**src/rtl/mem_bus_arbiter.sv**
```systemverilog
// Two-master round-robin arbiter in front of the single BRAM/GPIO access port.
// One transaction at a time: IDLE -> ACCESS -> WAIT (RD_LATENCY cycles) -> RESP.
module mem_bus_arbiter #(
    parameter int ADDR_W     = 32,
    parameter int DATA_W     = 32,
    parameter int RD_LATENCY = 1
) (
    input  logic              clk,
    input  logic              rst,

    input  logic              m0_req,
    input  logic              m0_we,
    input  logic [1:0]        m0_size,
    input  logic              m0_unsigned,
    input  logic [ADDR_W-1:0] m0_addr,
    input  logic [DATA_W-1:0] m0_wdata,
    output logic [DATA_W-1:0] m0_rdata,
    output logic              m0_ack,

    input  logic              m1_req,
    input  logic              m1_we,
    input  logic [1:0]        m1_size,
    input  logic              m1_unsigned,
    input  logic [ADDR_W-1:0] m1_addr,
    input  logic [DATA_W-1:0] m1_wdata,
    output logic [DATA_W-1:0] m1_rdata,
    output logic              m1_ack,

    output logic [ADDR_W-1:0] s_address,
    output logic [DATA_W-1:0] s_data_in,
    output logic              s_load_enable,
    output logic              s_store_enable,
    output logic              s_is_lb,
    output logic              s_is_lbu,
    output logic              s_is_lh,
    output logic              s_is_lhu,
    output logic              s_is_lw,
    output logic              s_is_sb,
    output logic              s_is_sh,
    output logic              s_is_sw,
    input  logic [DATA_W-1:0] s_data_out,

    output logic              busy,
    output logic              grant
);

    typedef enum logic [1:0] {
        IDLE     = 2'd0,
        ACCESS   = 2'd1,
        WAIT_LAT = 2'd2,
        RESP     = 2'd3
    } state_t;

    localparam logic [3:0] CNT_INIT = 4'(RD_LATENCY - 1);

    state_t            state_reg, state_next;
    logic              gnt_reg;
    logic              last_grant_reg;
    logic              we_reg;
    logic [1:0]        size_reg;
    logic              uns_reg;
    logic [ADDR_W-1:0] addr_reg;
    logic [DATA_W-1:0] wdata_reg;
    logic [3:0]        cnt_reg;

    logic              take_grant;
    logic              grant_sel;
    logic [1:0]        req_vec;
    logic [1:0]        ack_vec;
    logic [DATA_W-1:0] rdata_bus [2];
    logic [7:0]        flags;

    assign req_vec = {m1_req, m0_req};

    always_ff @(posedge clk or posedge rst) begin
        if (rst) begin
            state_reg <= IDLE;
        end else begin
            state_reg <= state_next;
        end
    end

    // On a tie the master that did not win last time is chosen.
    always_comb begin
        state_next = state_reg;
        take_grant = 1'b0;
        grant_sel  = 1'b0;
        case (state_reg)
            IDLE: begin
                if (req_vec != 2'b00) begin
                    take_grant = 1'b1;
                    grant_sel  = (&req_vec) ? ~last_grant_reg : req_vec[1];
                    state_next = ACCESS;
                end
            end
            ACCESS:   state_next = WAIT_LAT;
            WAIT_LAT: if (cnt_reg == 4'd0) state_next = RESP;
            RESP:     state_next = IDLE;
            default:  state_next = IDLE;
        endcase
    end

    always_ff @(posedge clk or posedge rst) begin
        if (rst) begin
            gnt_reg        <= 1'b0;
            last_grant_reg <= 1'b1;
            we_reg         <= 1'b0;
            size_reg       <= 2'b00;
            uns_reg        <= 1'b0;
            addr_reg       <= '0;
            wdata_reg      <= '0;
            cnt_reg        <= 4'd0;
        end else begin
            if (take_grant) begin
                gnt_reg   <= grant_sel;
                we_reg    <= grant_sel ? m1_we       : m0_we;
                size_reg  <= grant_sel ? m1_size     : m0_size;
                uns_reg   <= grant_sel ? m1_unsigned : m0_unsigned;
                addr_reg  <= grant_sel ? m1_addr     : m0_addr;
                wdata_reg <= grant_sel ? m1_wdata    : m0_wdata;
            end
            if (state_reg == ACCESS) begin
                cnt_reg <= CNT_INIT;
            end else if (state_reg == WAIT_LAT && cnt_reg != 4'd0) begin
                cnt_reg <= cnt_reg - 4'd1;
            end
            if (state_reg == RESP) begin
                last_grant_reg <= gnt_reg;
            end
        end
    end

    // Access-type decode; only meaningful during the single ACCESS cycle.
    always_comb begin
        flags = 8'h00;
        if (state_reg == ACCESS) begin
            if (we_reg) begin
                case (size_reg)
                    2'b00:   flags[2] = 1'b1;
                    2'b01:   flags[1] = 1'b1;
                    default: flags[0] = 1'b1;
                endcase
            end else begin
                case (size_reg)
                    2'b00:   flags[uns_reg ? 6 : 7] = 1'b1;
                    2'b01:   flags[uns_reg ? 4 : 5] = 1'b1;
                    default: flags[3] = 1'b1;
                endcase
            end
        end
    end

    assign {s_is_lb, s_is_lbu, s_is_lh, s_is_lhu, s_is_lw, s_is_sb, s_is_sh, s_is_sw} = flags;

    assign s_load_enable  = (state_reg == ACCESS) && !we_reg;
    assign s_store_enable = (state_reg == ACCESS) &&  we_reg;
    assign s_address      = addr_reg;
    assign s_data_in      = wdata_reg;
    assign busy           = (state_reg != IDLE);
    assign grant          = gnt_reg;

    // Per-master response path; rdata persists until that master's next completion.
    genvar gi;
    generate
        for (gi = 0; gi < 2; gi++) begin : g_master
            logic [DATA_W-1:0] rdata_reg;

            always_ff @(posedge clk or posedge rst) begin
                if (rst) begin
                    rdata_reg <= '0;
                end else if (state_reg == WAIT_LAT && cnt_reg == 4'd0 && gnt_reg == 1'(gi)) begin
                    rdata_reg <= we_reg ? '0 : s_data_out;
                end
            end

            assign rdata_bus[gi] = rdata_reg;
            assign ack_vec[gi]   = (state_reg == RESP) && (gnt_reg == 1'(gi));
        end
    endgenerate

    assign m0_rdata = rdata_bus[0];
    assign m1_rdata = rdata_bus[1];
    assign m0_ack   = ack_vec[0];
    assign m1_ack   = ack_vec[1];

endmodule
```
**config.mk**
```make
export PLATFORM = sky130hd
export DESIGN_NAME = mem_bus_arbiter
export DESIGN_NICKNAME = d
export VERILOG_FILES = /design/src/rtl/mem_bus_arbiter.sv
export SDC_FILE = /design/constraint.sdc
export NUM_CORES = 1
export LEC_CHECK = 0
export BUFFER_PORTS_ARGS = -buffer_cell sky130_fd_sc_hd__buf_2
export CAP_MARGIN = 20
export CORE_ASPECT_RATIO = 0.75
export CORE_MARGIN = 10
export CORE_UTILIZATION = 40
export DETAILED_ROUTE_END_ITERATION = 16
export GPL_TIMING_DRIVEN = 0
export PLACE_DENSITY = 0.8
export SKIP_CTS_REPAIR_TIMING = 1
export SLEW_MARGIN = 20
export SYNTH_ARGS = -nofsm -noshare
export SYNTH_HDL_FRONTEND = slang
export SYNTH_SLANG_ARGS = --single-unit
```
**constraint.sdc**
```tcl
create_clock -name clk -period 5.4 [get_ports clk]
set_input_delay 0.27 -clock clk [delete_from_list [all_inputs] [get_ports clk]]
set_output_delay 0.27 -clock clk [all_outputs]
set_load 0.05 [all_outputs]
```
### Yosys cells after proc, flatten, opt, wreduce, memory -nomap -nowiden

Cells that the tools add are included.

| storage, ports and cells | value |
|---|---|
| bits in registers | 140 |
| input bits | 172 |
| output and inout port bits | 142 |
| logic and storage cells | 76 |

| cells by class | value |
|---|---|
| $add $sub $neg | 1 |
| $lt $le $gt $ge | 4 |
| equality and inequality tests | 6 |
| mux-type cells | 31 |
| bitwise gates (word level) | 2 |
| reductions and logical operators | 21 |

Operators by type and width:

| operator | number |
|---|---|
| $mux W32 | 3 |
| $mux W1 | 14 |
| $logic_and A1 B1 Y1 | 10 |
| $lt A3 B4 Y1 const B | 2 |
| $mux W4 | 2 |
| $mux W8 | 1 |
| $pmux W2 S4 | 1 |
| $pmux W4 S2 | 1 |
| $demux W1 S3 | 2 |
| $ge A3 B1 Y1 const B | 2 |
| $mux W2 | 3 |
| $pmux W3 S2 | 1 |
| $reduce_bool A2 Y1 | 3 |
| $mux W5 | 1 |
| $eq A2 B1 Y1 const B | 2 |
| $eq A2 B2 Y1 const B | 2 |
| $logic_not A2 Y1 | 2 |
| $logic_not A4 Y1 | 1 |
| $ne A2 B2 Y1 const B | 2 |
| $reduce_and A2 Y1 | 2 |
| $reduce_bool A4 Y1 | 1 |
| $sub A4 B1 Y4 const B | 1 |
| $mux W3 | 1 |
| $not A1 Y1 | 2 |
| other kinds (3) | 3 |

### Longest topological paths before layout

| logic depth | value |
|---|---|
| depth in word-level cells | 8 |
| depth in mapped cells | 8 |
| mapped depth without buffers | 5 |

### Worst setup path before layout

Ideal clock, no wire load.

| timing | value |
|---|---|
| kind | flip-flop to output port |
| from | register state_reg[1] |
| to | output port s_is_lb |
| arrival time | 2.298 ns |
| required time | 5.130 ns |
| path slack | 2.832 ns |
| stages on the path, launching flop included | 6 |
| path buffers | 1 |
| cells stage by stage | dfrtp_1 inv_1 ha_1 clkbuf_1 nor3b_1 nor3b_1 |

| on the way | value |
|---|---|
| cells in the longest elaborated chain, start to end | 2 |

RTL lines:

| element | RTL line | RTL |
|---|---|---|
| from (decl) | 56 | `state_t state_reg, state_next;` |
| from (signal assigned) | 79 | `state_reg <= state_next;` |
| $eq A2 B1 Y1 | 136 | `if (state_reg == ACCESS) begin` |
| $mux W8 | 136 |  |
| to (decl) | 33 | `output logic s_is_lb,` |

No other way between the ends.

### Worst setup path after layout

| timing | value |
|---|---|
| from | register state_reg[1] |
| to | output port s_is_lh |

| on the way | value |
|---|---|
| cells in the longest elaborated chain, start to end | 2 |

RTL lines:

| element | RTL line | RTL |
|---|---|---|
| $eq A2 B1 Y1 | 136 |  |
| $mux W8 | 136 |  |
| to (decl) | 35 | `output logic s_is_lh,` |

No other way between the ends.

==> impl_metrics.tcl <==
set metrics [dict create \
    status "complete, no violations" \
    final_area_um2 9150 \
    synth_top_area_cell "dfrtp_1" \
    h-tree-depth 4 \
    multi_input_area_um2 2880 \
    cp_max_fo 9 \
    syn_area_per_cell_um2 10.8 \
    rsz0062_at_grt "no" \
    rows 40 \
    areaGrowthSynthToFinish_pct 36.6 \
    drive_above_1_share_pct 44.2 \
    slowest_stage "dfrtp_1" \
    clock.fmax_ghz 0.383 \
    tritoncts "built" \
    die_x_um 169 \
    diodes 0 \
    ys_types 35 \
    worst_hold_slack_ns 0.123 \
    synth_top_cell_area_share_pct 52.0 \
    finClkSkew_ns 0.0103 \
    first_global_vias 6383 \
    first_iter_violations 476 \
    slew_headroom_pct 59.9 \
    grt_max_degree 79 \
    worst_hold_startpoint "m0_addr[18]" \
    dr_total_vias 6225 \
    initial_core_util_pct 41.3 \
    critPathTopFamily "buffers and inverters" \
    finalSetupViolCount 0 \
    grt-ovfl-total 0 \
    clockBufferDepth 2 \
    met2_usage_pct 32.5 \
    synthCells 621 \
    maxCapViolations 0 \
    dieArea_um2 22400 \
    async_flop_share_pct 100 \
    path_clk_slew_ns 0.06 \
    antenna_found_initial 0 \
    clock-sinks 140 \
    path_buf_inv 3 \
    ys_warn_count 0 \
    globalRouteTotalUtil_pct 19.9 \
    clk_latency_ns 0.41 \
    yosysMostFrequentCell "dfrtp_1" \
    dieHeight_um 132 \
    cp_cell_sequence "inv_1 > ha_1 > clkbuf_1 > nor3b_1 > and3b_1 > buf_2" \
    gr-usage-met3_pct 6.53 \
    crit_required_ns 5.13 \
    synth_area_leaders "dfrtp_1 (52%), mux2_2 (11%), or3b_1 (8.9%)" \
    synth-seq-cells 140 \
    antenna_left 0 \
    placed_area_um2 8560 \
    critPathKind "register to output port" \
    numCtsBuffers 17 \
    hold_violations 0 \
    post-dp-hpwl_um 18100 \
    met1_usage_pct 24.6 \
    io_buffer_count 313 \
    critPathLaunch "state_reg[1]" \
    drt-total-wl_um 23100 \
    period_needed_ns 2.61 \
    power_leakage_uw 0.00441 \
    r2r-start "state_reg[0]" \
    synth-edff-count 0 \
    finalMaxSlewViolations 0 \
    cp-start-kind "register" \
    worstMarginPinSlew_ns 0.601 \
    synth_nets 799 \
    dr.pass1.iters 5 \
    hold_class "input port to register" \
    ios 314 \
    arrival_ns 2.34 \
    nets 1133 \
    fin_crit_sh_pct 48.4 \
    drc 0 \
    cpPeakStageDelay_ns 0.41 \
    crit_path_end_kind "output port" \
    wl_per_cell_um 19.6 \
    irDropWorstVdd_mv 0.325 \
    yosysSeqAreaShare_pct 52.3 \
    synth_area_um2 6700 \
    grt_most_used_layer "met2" \
    ff_latch_area_um2 3500 \
    synth_common_cells "dfrtp_1 (139), nor2_1 (73), o21ai_0 (69), a31oi_1 (68), or3b_1 (68)" \
    finalPower_uw 6570 \
    routed_via_density 5.29 \
    gp_congestion 0.876 \
    cellPowerDensity_nw_per_um2 719 \
    synthFlopType "dfrtp_1" \
    cts-root-buf "clkbuf_16" \
    core_area_um2 16200 \
    grt_pass1_wl_um 35800 \
    nFillCells 1458 \
]
## layer usage
metal / wire length [um] / part of all wire (%)
met1: 9630 / 42
met2: 11200 / 49
met3: 1900 / 8.2
met4: 293 / 1.3
met5: 0 / 0
## cells in the final DEF, fill, tap and decap left out, drive strengths merged, types with 3 or more instances in the layout
cell      netlist  routed
and2            5       5
clkbuf         40      58
clkinv          0       4
nor3b           3       3
o21ai          69      69
dfrtp         139     139
a31oi          68      68
buf            16     330
ha              6       6
inv             9      12
nor2b          34      34
mux2           66      66
clkinvlp        0       4
nor2           73      73
nand2           6       6
or3b           69      69
## worst paths after layout
check	end	slack, ns	cells past startpoint
max	s_is_lh	2.79	6
min	s_address[18]	0.12	3
max reg2reg	s_data_in[2]	3.23	6
min reg2reg	m0_rdata[2]	0.48	1
max in group asynchronous	m1_rdata[2]	4.23	4
min in group asynchronous	s_address[25]	0.44	3
## worst reg2reg max path, cell delays in order, from the launching register on
cell and delay, ns:
dfrtp_1 0.41, inv_1 0.10, ha_1 0.26, o21a_1 0.17
clkbuf_1 0.47, buf_1 0.45, a31oi_1 0.16
## stage by stage
stage	utilization, %	instances	setup WS [ns]	setup TNS [ns]
floorplan	-	621	1.38	0
global placement	52.6	1144	-0.320	-42.39
detailed placement	52.8	1145	3.22	0
CTS	56.4	1176	2.76	0
global route	56.4	1177	2.64	0
finish	56.4	1177	2.79	0
## cell type report
type,instances,share of cell area [%]
flip-flops and latches,140,38.3
multi-input cells,416,31.5
repair buffers,315,17.5
clock buffers,18,4.80
plain buffers,56,2.98
well taps,210,2.87
clock inverters,13,1.53
inverters,9,0.451
## power by group
group / switching [uW] / internal, uW / total (uW)
Combinational: 2680 / 962 / 3640
Clock: 463 / 692 / 1160
Sequential: 257 / 1520 / 1770
## cell families after synthesis
| family | Yosys count | synth area share [%] |
|---|---|---|
| AO/OA/AOI/OAI | 145 | 12.4 |
| adder cells (fa/ha/maj) | 6 | 1.12 |
| buffers and inverters | 65 | 4.58 |
| flip-flops | 140 | 52.3 |
| multiplexers | 67 | 11.3 |
| AND/OR/NAND/NOR | 198 | 18.4 |
Note: power is estimated with default switching activity, not from simulation.
